**src/rtl/vec_cfu_pkg.sv**
```systemverilog
// Opcode constants, sequencer state encoding and opcode classification helpers
// shared by the vector sequencer and the decoder that sits alongside it.
package vec_cfu_pkg;

  localparam logic [4:0] OP_VSETVLI = 5'h17;
  localparam logic [4:0] OP_VLOAD   = 5'h07;
  localparam logic [4:0] OP_VADDI   = 5'h15;
  localparam logic [4:0] OP_VACC    = 5'h0D;
  localparam logic [4:0] OP_VMUL    = 5'h04;
  localparam logic [4:0] OP_VBACC   = 5'h1D;

  typedef enum logic [1:0] {
    ST_IDLE  = 2'd0,
    ST_EXEC  = 2'd1,
    ST_DRAIN = 2'd2,
    ST_RESP  = 2'd3
  } seq_state_e;

  // Opcodes that are stepped element by element across 0..vl-1.
  function automatic logic is_vec_op(input logic [4:0] op);
    return (op == OP_VLOAD) || (op == OP_VADDI) || (op == OP_VACC) ||
           (op == OP_VMUL)  || (op == OP_VBACC);
  endfunction

  // Reductions answer with the datapath accumulator instead of the element count.
  function automatic logic is_reduction(input logic [4:0] op);
    return (op == OP_VACC) || (op == OP_VBACC);
  endfunction

endpackage

```
**src/rtl/vector_op_sequencer_if.sv**
```systemverilog
// CPU-facing command/response channel of the vector CFU.
interface vector_op_sequencer_if;

  logic        cmd_valid;
  logic        cmd_ready;
  logic [9:0]  cmd_payload_function_id;
  logic [31:0] cmd_payload_inputs_0;
  logic [31:0] cmd_payload_inputs_1;
  logic        rsp_valid;
  logic        rsp_ready;
  logic [31:0] rsp_payload_outputs_0;

  modport master (
    output cmd_valid, cmd_payload_function_id, cmd_payload_inputs_0,
           cmd_payload_inputs_1, rsp_ready,
    input  cmd_ready, rsp_valid, rsp_payload_outputs_0
  );

  modport slave (
    input  cmd_valid, cmd_payload_function_id, cmd_payload_inputs_0,
           cmd_payload_inputs_1, rsp_ready,
    output cmd_ready, rsp_valid, rsp_payload_outputs_0
  );

endinterface

```
**src/rtl/vector_op_sequencer.sv**
```systemverilog
// Accepts one CPU command at a time, holds vl, steps vector opcodes across
// elements 0..vl-1 for the downstream decoder, then returns a single response.
module vector_op_sequencer
  import vec_cfu_pkg::*;
#(
  parameter int VLEN_MAX = 16,
  parameter int WB_LAT   = 1
) (
  input  logic                          clk,
  input  logic                          reset,
  vector_op_sequencer_if.slave          cpu,
  output logic                          seq_valid,
  output logic [9:0]                    seq_function_id,
  output logic [31:0]                   seq_inputs_0,
  output logic [31:0]                   seq_inputs_1,
  output logic [$clog2(VLEN_MAX)-1:0]   elem_idx,
  output logic [$clog2(VLEN_MAX+1)-1:0] vl,
  input  logic [31:0]                   acc_result
);

  localparam int IDX_W = $clog2(VLEN_MAX);
  localparam int VL_W  = $clog2(VLEN_MAX + 1);
  localparam int CNT_W = (WB_LAT > 1) ? $clog2(WB_LAT) : 1;

  seq_state_e         state_q;
  logic [VL_W-1:0]    vl_q;
  logic [IDX_W-1:0]   elem_idx_q;
  logic [CNT_W-1:0]   drain_cnt_q;
  logic [9:0]         seq_fid_q;
  logic [31:0]        seq_in0_q;
  logic [31:0]        seq_in1_q;
  logic               seq_valid_q;
  logic               cmd_ready_q;
  logic               rsp_valid_q;
  logic [31:0]        rsp_data_q;

  logic [VL_W-1:0]    vl_set_d;
  logic [4:0]         cmd_op;
  logic               last_step;

  assign cmd_op = cpu.cmd_payload_function_id[9:5];

  // vsetvli grants the full requested length, saturating at VLEN_MAX.
  always_comb begin
    vl_set_d = cpu.cmd_payload_inputs_0[VL_W-1:0];
    if (cpu.cmd_payload_inputs_0 > 32'(VLEN_MAX)) begin
      vl_set_d = VL_W'(VLEN_MAX);
    end
  end

  assign last_step = (VL_W'(elem_idx_q) == (vl_q - VL_W'(1)));

  always_ff @(posedge clk) begin
    if (reset) begin
      state_q     <= ST_IDLE;
      vl_q        <= '0;
      elem_idx_q  <= '0;
      drain_cnt_q <= '0;
      seq_fid_q   <= '0;
      seq_in0_q   <= '0;
      seq_in1_q   <= '0;
      seq_valid_q <= 1'b0;
      cmd_ready_q <= 1'b1;
      rsp_valid_q <= 1'b0;
      rsp_data_q  <= '0;
    end else begin
      case (state_q)
        ST_IDLE: begin
          if (cpu.cmd_valid && cmd_ready_q) begin
            seq_fid_q   <= cpu.cmd_payload_function_id;
            seq_in0_q   <= cpu.cmd_payload_inputs_0;
            seq_in1_q   <= cpu.cmd_payload_inputs_1;
            cmd_ready_q <= 1'b0;
            if (cmd_op == OP_VSETVLI) begin
              vl_q        <= vl_set_d;
              rsp_data_q  <= 32'(vl_set_d);
              rsp_valid_q <= 1'b1;
              state_q     <= ST_RESP;
            end else if (is_vec_op(cmd_op) && (vl_q != '0)) begin
              elem_idx_q  <= '0;
              seq_valid_q <= 1'b1;
              state_q     <= ST_EXEC;
            end else begin
              // Unknown opcodes and empty vectors complete immediately with zero.
              rsp_data_q  <= '0;
              rsp_valid_q <= 1'b1;
              state_q     <= ST_RESP;
            end
          end
        end

        ST_EXEC: begin
          if (last_step) begin
            seq_valid_q <= 1'b0;
            drain_cnt_q <= CNT_W'(WB_LAT - 1);
            state_q     <= ST_DRAIN;
          end else begin
            elem_idx_q <= elem_idx_q + IDX_W'(1);
          end
        end

        ST_DRAIN: begin
          if (drain_cnt_q == '0) begin
            rsp_data_q  <= is_reduction(seq_fid_q[9:5]) ? acc_result : 32'(vl_q);
            rsp_valid_q <= 1'b1;
            state_q     <= ST_RESP;
          end else begin
            drain_cnt_q <= drain_cnt_q - CNT_W'(1);
          end
        end

        ST_RESP: begin
          if (cpu.rsp_ready) begin
            rsp_valid_q <= 1'b0;
            cmd_ready_q <= 1'b1;
            state_q     <= ST_IDLE;
          end
        end

        default: begin
          state_q     <= ST_IDLE;
          seq_valid_q <= 1'b0;
          rsp_valid_q <= 1'b0;
          cmd_ready_q <= 1'b1;
        end
      endcase
    end
  end

  assign cpu.cmd_ready             = cmd_ready_q;
  assign cpu.rsp_valid             = rsp_valid_q;
  assign cpu.rsp_payload_outputs_0 = rsp_data_q;
  assign seq_valid                 = seq_valid_q;
  assign seq_function_id           = seq_fid_q;
  assign seq_inputs_0              = seq_in0_q;
  assign seq_inputs_1              = seq_in1_q;
  assign elem_idx                  = elem_idx_q;
  assign vl                        = vl_q;

endmodule

```
**src/flat_wrapper.sv**
```systemverilog
// flat-port wrapper written by rule: the top's interface ports become plain ports
module vector_op_sequencer_flat import vec_cfu_pkg::*;
#(
  parameter int VLEN_MAX = 16,
  parameter int WB_LAT   = 1
)
  (clk, reset, seq_valid, seq_function_id, seq_inputs_0, seq_inputs_1, elem_idx, vl, acc_result, cpu_cmd_valid, cpu_cmd_payload_function_id, cpu_cmd_payload_inputs_0, cpu_cmd_payload_inputs_1, cpu_rsp_ready, cpu_cmd_ready, cpu_rsp_valid, cpu_rsp_payload_outputs_0);
  vector_op_sequencer_if cpu_i ();
  input  logic clk;
  input  logic reset;
  output logic seq_valid;
  output logic [9:0] seq_function_id;
  output logic [31:0] seq_inputs_0;
  output logic [31:0] seq_inputs_1;
  output logic [$clog2(VLEN_MAX)-1:0] elem_idx;
  output logic [$clog2(VLEN_MAX+1)-1:0] vl;
  input  logic [31:0] acc_result;
  input wire logic [$bits(cpu_i.cmd_valid)-1:0] cpu_cmd_valid;
  input wire logic [$bits(cpu_i.cmd_payload_function_id)-1:0] cpu_cmd_payload_function_id;
  input wire logic [$bits(cpu_i.cmd_payload_inputs_0)-1:0] cpu_cmd_payload_inputs_0;
  input wire logic [$bits(cpu_i.cmd_payload_inputs_1)-1:0] cpu_cmd_payload_inputs_1;
  input wire logic [$bits(cpu_i.rsp_ready)-1:0] cpu_rsp_ready;
  output wire logic [$bits(cpu_i.cmd_ready)-1:0] cpu_cmd_ready;
  output wire logic [$bits(cpu_i.rsp_valid)-1:0] cpu_rsp_valid;
  output wire logic [$bits(cpu_i.rsp_payload_outputs_0)-1:0] cpu_rsp_payload_outputs_0;
  assign cpu_i.cmd_valid = cpu_cmd_valid;
  assign cpu_i.cmd_payload_function_id = cpu_cmd_payload_function_id;
  assign cpu_i.cmd_payload_inputs_0 = cpu_cmd_payload_inputs_0;
  assign cpu_i.cmd_payload_inputs_1 = cpu_cmd_payload_inputs_1;
  assign cpu_i.rsp_ready = cpu_rsp_ready;
  assign cpu_cmd_ready = cpu_i.cmd_ready;
  assign cpu_rsp_valid = cpu_i.rsp_valid;
  assign cpu_rsp_payload_outputs_0 = cpu_i.rsp_payload_outputs_0;
  vector_op_sequencer #(.VLEN_MAX(VLEN_MAX), .WB_LAT(WB_LAT)) u_core (.clk(clk), .reset(reset), .cpu(cpu_i), .seq_valid(seq_valid), .seq_function_id(seq_function_id), .seq_inputs_0(seq_inputs_0), .seq_inputs_1(seq_inputs_1), .elem_idx(elem_idx), .vl(vl), .acc_result(acc_result));
endmodule
```
**config.mk**
```make
export PLATFORM = sky130hd
export DESIGN_NAME = vector_op_sequencer_flat
export DESIGN_NICKNAME = d
export VERILOG_FILES = /design/src/rtl/vec_cfu_pkg.sv /design/src/rtl/vector_op_sequencer_if.sv /design/src/rtl/vector_op_sequencer.sv /design/src/flat_wrapper.sv
export SDC_FILE = /design/constraint.sdc
export NUM_CORES = 1
export LEC_CHECK = 0
export CORE_MARGIN = 2
export CORE_UTILIZATION = 64
export DETAILED_ROUTE_END_ITERATION = 10
export DONT_BUFFER_PORTS = 1
export PLACE_DENSITY = 0.8
export SYNTH_ARGS = -nofsm -noshare
export SYNTH_HDL_FRONTEND = slang
export SYNTH_SLANG_ARGS = --single-unit
```
**constraint.sdc**
```tcl
create_clock -name clk -period 4.2 [get_ports clk]
set_input_delay 0.63 -clock clk [delete_from_list [all_inputs] [get_ports clk]]
set_output_delay 0.63 -clock clk [all_outputs]
set_load 0.005 [all_outputs]
```
==> impl_summary.md <==
Outcome
The run finished with clean final reports.

Global routing
The most crowded layer after global routing is met2. The largest net degree at the start of global routing is 119. The global routing met3 resource utilization is 10.6%. The total congestion overflow after global routing is 0. Global routing consumed, on the met2 layer, 48.6% of the routing resources.

Global routing used 29.5% of the available tracks across all layers. The global-route wire length before repair is 20.0 mm. The number of global-route vias before repair is 4034.

Global routing used 35.7% of the available met1 tracks. The number of antenna violations at the first check in global routing was 0.

Timing
The number of failing hold endpoints at the final stage is 0. The share of the cycle needed by the critical path after routing is 69.9%. The shortest clock period the worst path allows after layout is 2930 ps. The relative slew slack is 17.2%. The sum of negative setup slack is 0 ps. The number of max-slew violations in the final report is 0.

The upper clock frequency limit is 0.341 GHz. The minimum setup slack in the final design is 1270 ps. Setup violations remaining at the end of the flow were counted as 0.

The final clock skew is 5.66 ps. The actual transition at the worst max-transition pin is 1240 ps. Setup repair after global routing left no endpoint under its margin.

Pwr
IR analysis of the VDD net gives a maximum drop of 0.413 mV. The switching portion of total power is 34.2%. The internal power component is 2310 µW. For this design the total switching power over the nets is 1200 µW. The areal power density over the cells is 644 mW/mm². Overall power consumption after layout is estimated at 3510 µW. The analysis attributes to cell leakage a power of 0.00188 µW. The portion of total power attributed to the clock network is 37.6%. The share of total power in combinational logic is 20.2%.

The portion of total power attributed to sequential cells is 42.2%.

Place
The cell total after placement is 665. During placement, the flow inserted port buffers numbering 0. The wire-length estimate of the detail-placed layout is 8.64 mm. The placed instance area is 0.00489 mm².

The routability congestion estimate from global placement is 0.799. The post-place setup slack is 1340 ps.

Critical path
STA puts the critical path data required time at 4580 ps. The data arrival at the endpoint of the critical path is 3310 ps. Along the worst path, the maximum fanout reaches 46.

The flop-to-flop setup slack is 1270 ps. The depth of the worst register-to-register path is 7. The type of the worst setup path is register to register. The type of element capturing the critical path is a register. The terminus of the critical flop-to-flop path is u_core.vl[0]. The type of origin of the critical path is a register.

The worst register-to-register path begins at u_core.state_q[0].

Synth
Synthesis produced 605 cells. After synthesis, the mean cell area works out to 8.17 µm². The most used flip-flop cell after synthesis is sky130_fd_sc_hd__dfxtp_1. The sequential fraction of the synthesis area is 48.6%. The cell area that synthesis handed to floorplanning was 0.00494 mm². The number of warnings printed during yosys synthesis is 0. The flip-flop and latch count after synthesis is 120. The fraction of synthesis flops using an asynchronous set or reset pin is 0%. The distinct cell type count of the synthesized netlist is 47. The number of enable flip-flop cells after synthesis is 0. Counting every net in the synthesized netlist gives 721.

Floorplanning
After floorplanning, the core was divided into 32 placement rows. The core area is 0.00761 mm². The initial utilization of the core area, before any placement, comes to 65.0%.

The floorplan step set the die height to 91.9 µm. The horizontal die dimension is 91.9 µm. The number of primary I/O pins is 228.

The floorplan step defined a die boundary enclosing 0.00844 mm².

Final layout
The number of antenna diodes in the final layout is 0. The storage element area is 0.00240 mm². Summing all multi-input logic gate instances after layout gives 0.00231 mm². In the final design database the tool counted 698 nets. Summing all non-filler instances in the final layout gives an area of 0.00545 mm².

Relative to the synthesized area, the layout overhead comes to 10.3%. The library cell used most frequently in the layout, excluding fill and tap cells, is sky130_fd_sc_hd__nand2_1. Leaving out fill and tap cells, the most frequent cells in the layout are sky130_fd_sc_hd__nand2_1, sky130_fd_sc_hd__dfxtp_1, sky130_fd_sc_hd__a21oi_1, sky130_fd_sc_hd__nand3_1, sky130_fd_sc_hd__o211ai_1. The non-filler instance count after layout is 697.

Of the cells placed in the final design, the portion with a size suffix greater than 1 is 8.40%. The layout has 587 filler cells.

Clocking
The hold buffer count at CTS is 0. The clock drives 120 sinks. The number of gates resized after CTS was 0.

The maximum number of buffers from clock root to sink is 2. TritonCTS built the clock tree. TritonCTS created 17 clock buffers.

The root cell of the clock tree is sky130_fd_sc_hd__clkbuf_8. For the worst-skew pair, the clock arrives at the later sink with an insertion delay of 490 ps. Buffers added to address setup during post-CTS repair amount to 0. The clock input transition at the sequential cells of the worst setup and hold paths is 60 ps. In this run the number of H-tree levels came out at 4.

Routing
The aggregate routed wire length is 12.7 mm. The detailed-route DRC error count is 0. The per-cell via count in the routed design is 6.15. In the final routed layout, each cell accounts on average for 18.2 µm. The final route contains 4284 vias. The violation count after the first detailed-routing iteration is 249.

The first-pass iteration count of the detailed router is 6. The number of nets still failing antenna checks after routing is 0.

Flow run
Across the run, the number of max-cap violations was 0.

Hold path
The number of cells on the worst hold path is 1. The worst hold path belongs to the class input port to register. In this run the most critical hold path is launched from reset. The capture endpoint of the worst hold path is u_core.seq_inputs_1[1].
-- logic make-up after synthesis --
family          Yosys count  synth area share (%)
mux                       6                  1.39
flops                   120                  48.6
simple gates            247                  22.1
compound gates          165                  20.3
xor+xnor                  7                  1.24
buf+inv                  54                  4.76
fa+ha+maj                 6                  1.52
-- layer usage --
metal	vias up	wire length [µm]
met5	-	0
met4	0	208
li1	2071	-
met2	207	6300
met3	16	1310
met1	1990	4870
-- stage by stage --
| step | utilization (%) | hold WS [ps] |
|---|---|---|
| floorplan | - | 453 |
| global placement | 64.3 | 458 |
| detailed placement | 64.3 | 462 |
| CTS | 71.6 | 188 |
| global route | 71.6 | 174 |
| finish | 71.6 | 198 |
-- state kept, by name, indices dropped and copies added, names as in the netlist --
name and flops:
u_core.cpu.rsp_payload_outputs_0 32, u_core.seq_inputs_0 32, u_core.seq_inputs_1 32, u_core.seq_function_id 10, u_core.vl 5, u_core.elem_idx 4
u_core.state_q 2, u_core.cpu.cmd_ready 1, u_core.cpu.rsp_valid 1, u_core.seq_valid 1
-- worst max path at each step --
stage                                        start                                    to  slack [ps]
global placement                 u_core.state_q[0]                          u_core.vl[1]        1450
finish                           u_core.state_q[0]                          u_core.vl[0]        1270
global route                     u_core.state_q[0]  u_core.cpu.rsp_payload_outputs_0[22]        1060
CTS                              u_core.state_q[0]                          u_core.vl[0]        1320
floorplan           cpu_cmd_payload_function_id[9]  u_core.cpu.rsp_payload_outputs_0[10]        2250
detailed placement               u_core.state_q[0]                          u_core.vl[0]        1340
-- synth_stat cells, drive strengths merged (2+ instances only) --
cell type  instances  area share, %
nand4              7           0.89
mux2               4           0.91
nor4               8            1.3
or2                3           0.38
ha                 6            1.5
dfxtp            120             49
nand2b             2           0.25
nand4b             2           0.35
buf               11            1.5
nand3             33            3.4
o21ai              3           0.30
a31oi              6            1.1
or4                2           0.38
xor2               3           0.53
a222oi             4           0.81
nor2               8           0.61
a21o               4           0.61
and3               3           0.38
o211ai            28            4.3
nor3              10            1.0
o31ai              2           0.30
a21oi            109             11
mux2i              2           0.48
nand2            166             13
a311oi             2           0.35
clkbuf            34            2.6
xnor2              4           0.71
inv                9           0.68
-- power groups by stage --
stage	Sequential [µW]	Combinational, µW	Clock [µW]
after floorplan	1450	624	0
after global placement	1500	668	0
after detailed placement	1500	700	0
after CTS	1480	702	1340
after global routing	1500	800	1390
final	1480	709	1320
-- critical path: stages, from the launching register on --
cell,delay [ps]
sky130_fd_sc_hd__dfxtp_1,330
sky130_fd_sc_hd__inv_1,110
sky130_fd_sc_hd__ha_1,370
sky130_fd_sc_hd__nand3_2,630
sky130_fd_sc_hd__buf_4,530
sky130_fd_sc_hd__or4_1,640
sky130_fd_sc_hd__nand2_1,120
sky130_fd_sc_hd__a21oi_1,60
-- final cells by class --
| class | count | area share (%) |
|---|---|---|
| sequential | 120 | 44.1 |
| clock buffer | 19 | 8.11 |
| timing repair buffer | 3 | 0.413 |
| multi-input combinational | 431 | 42.4 |
| inverter | 9 | 0.620 |
| tap | 102 | 2.34 |
| clock inverter | 13 | 2.07 |
Power figures use the tool's default switching activity.
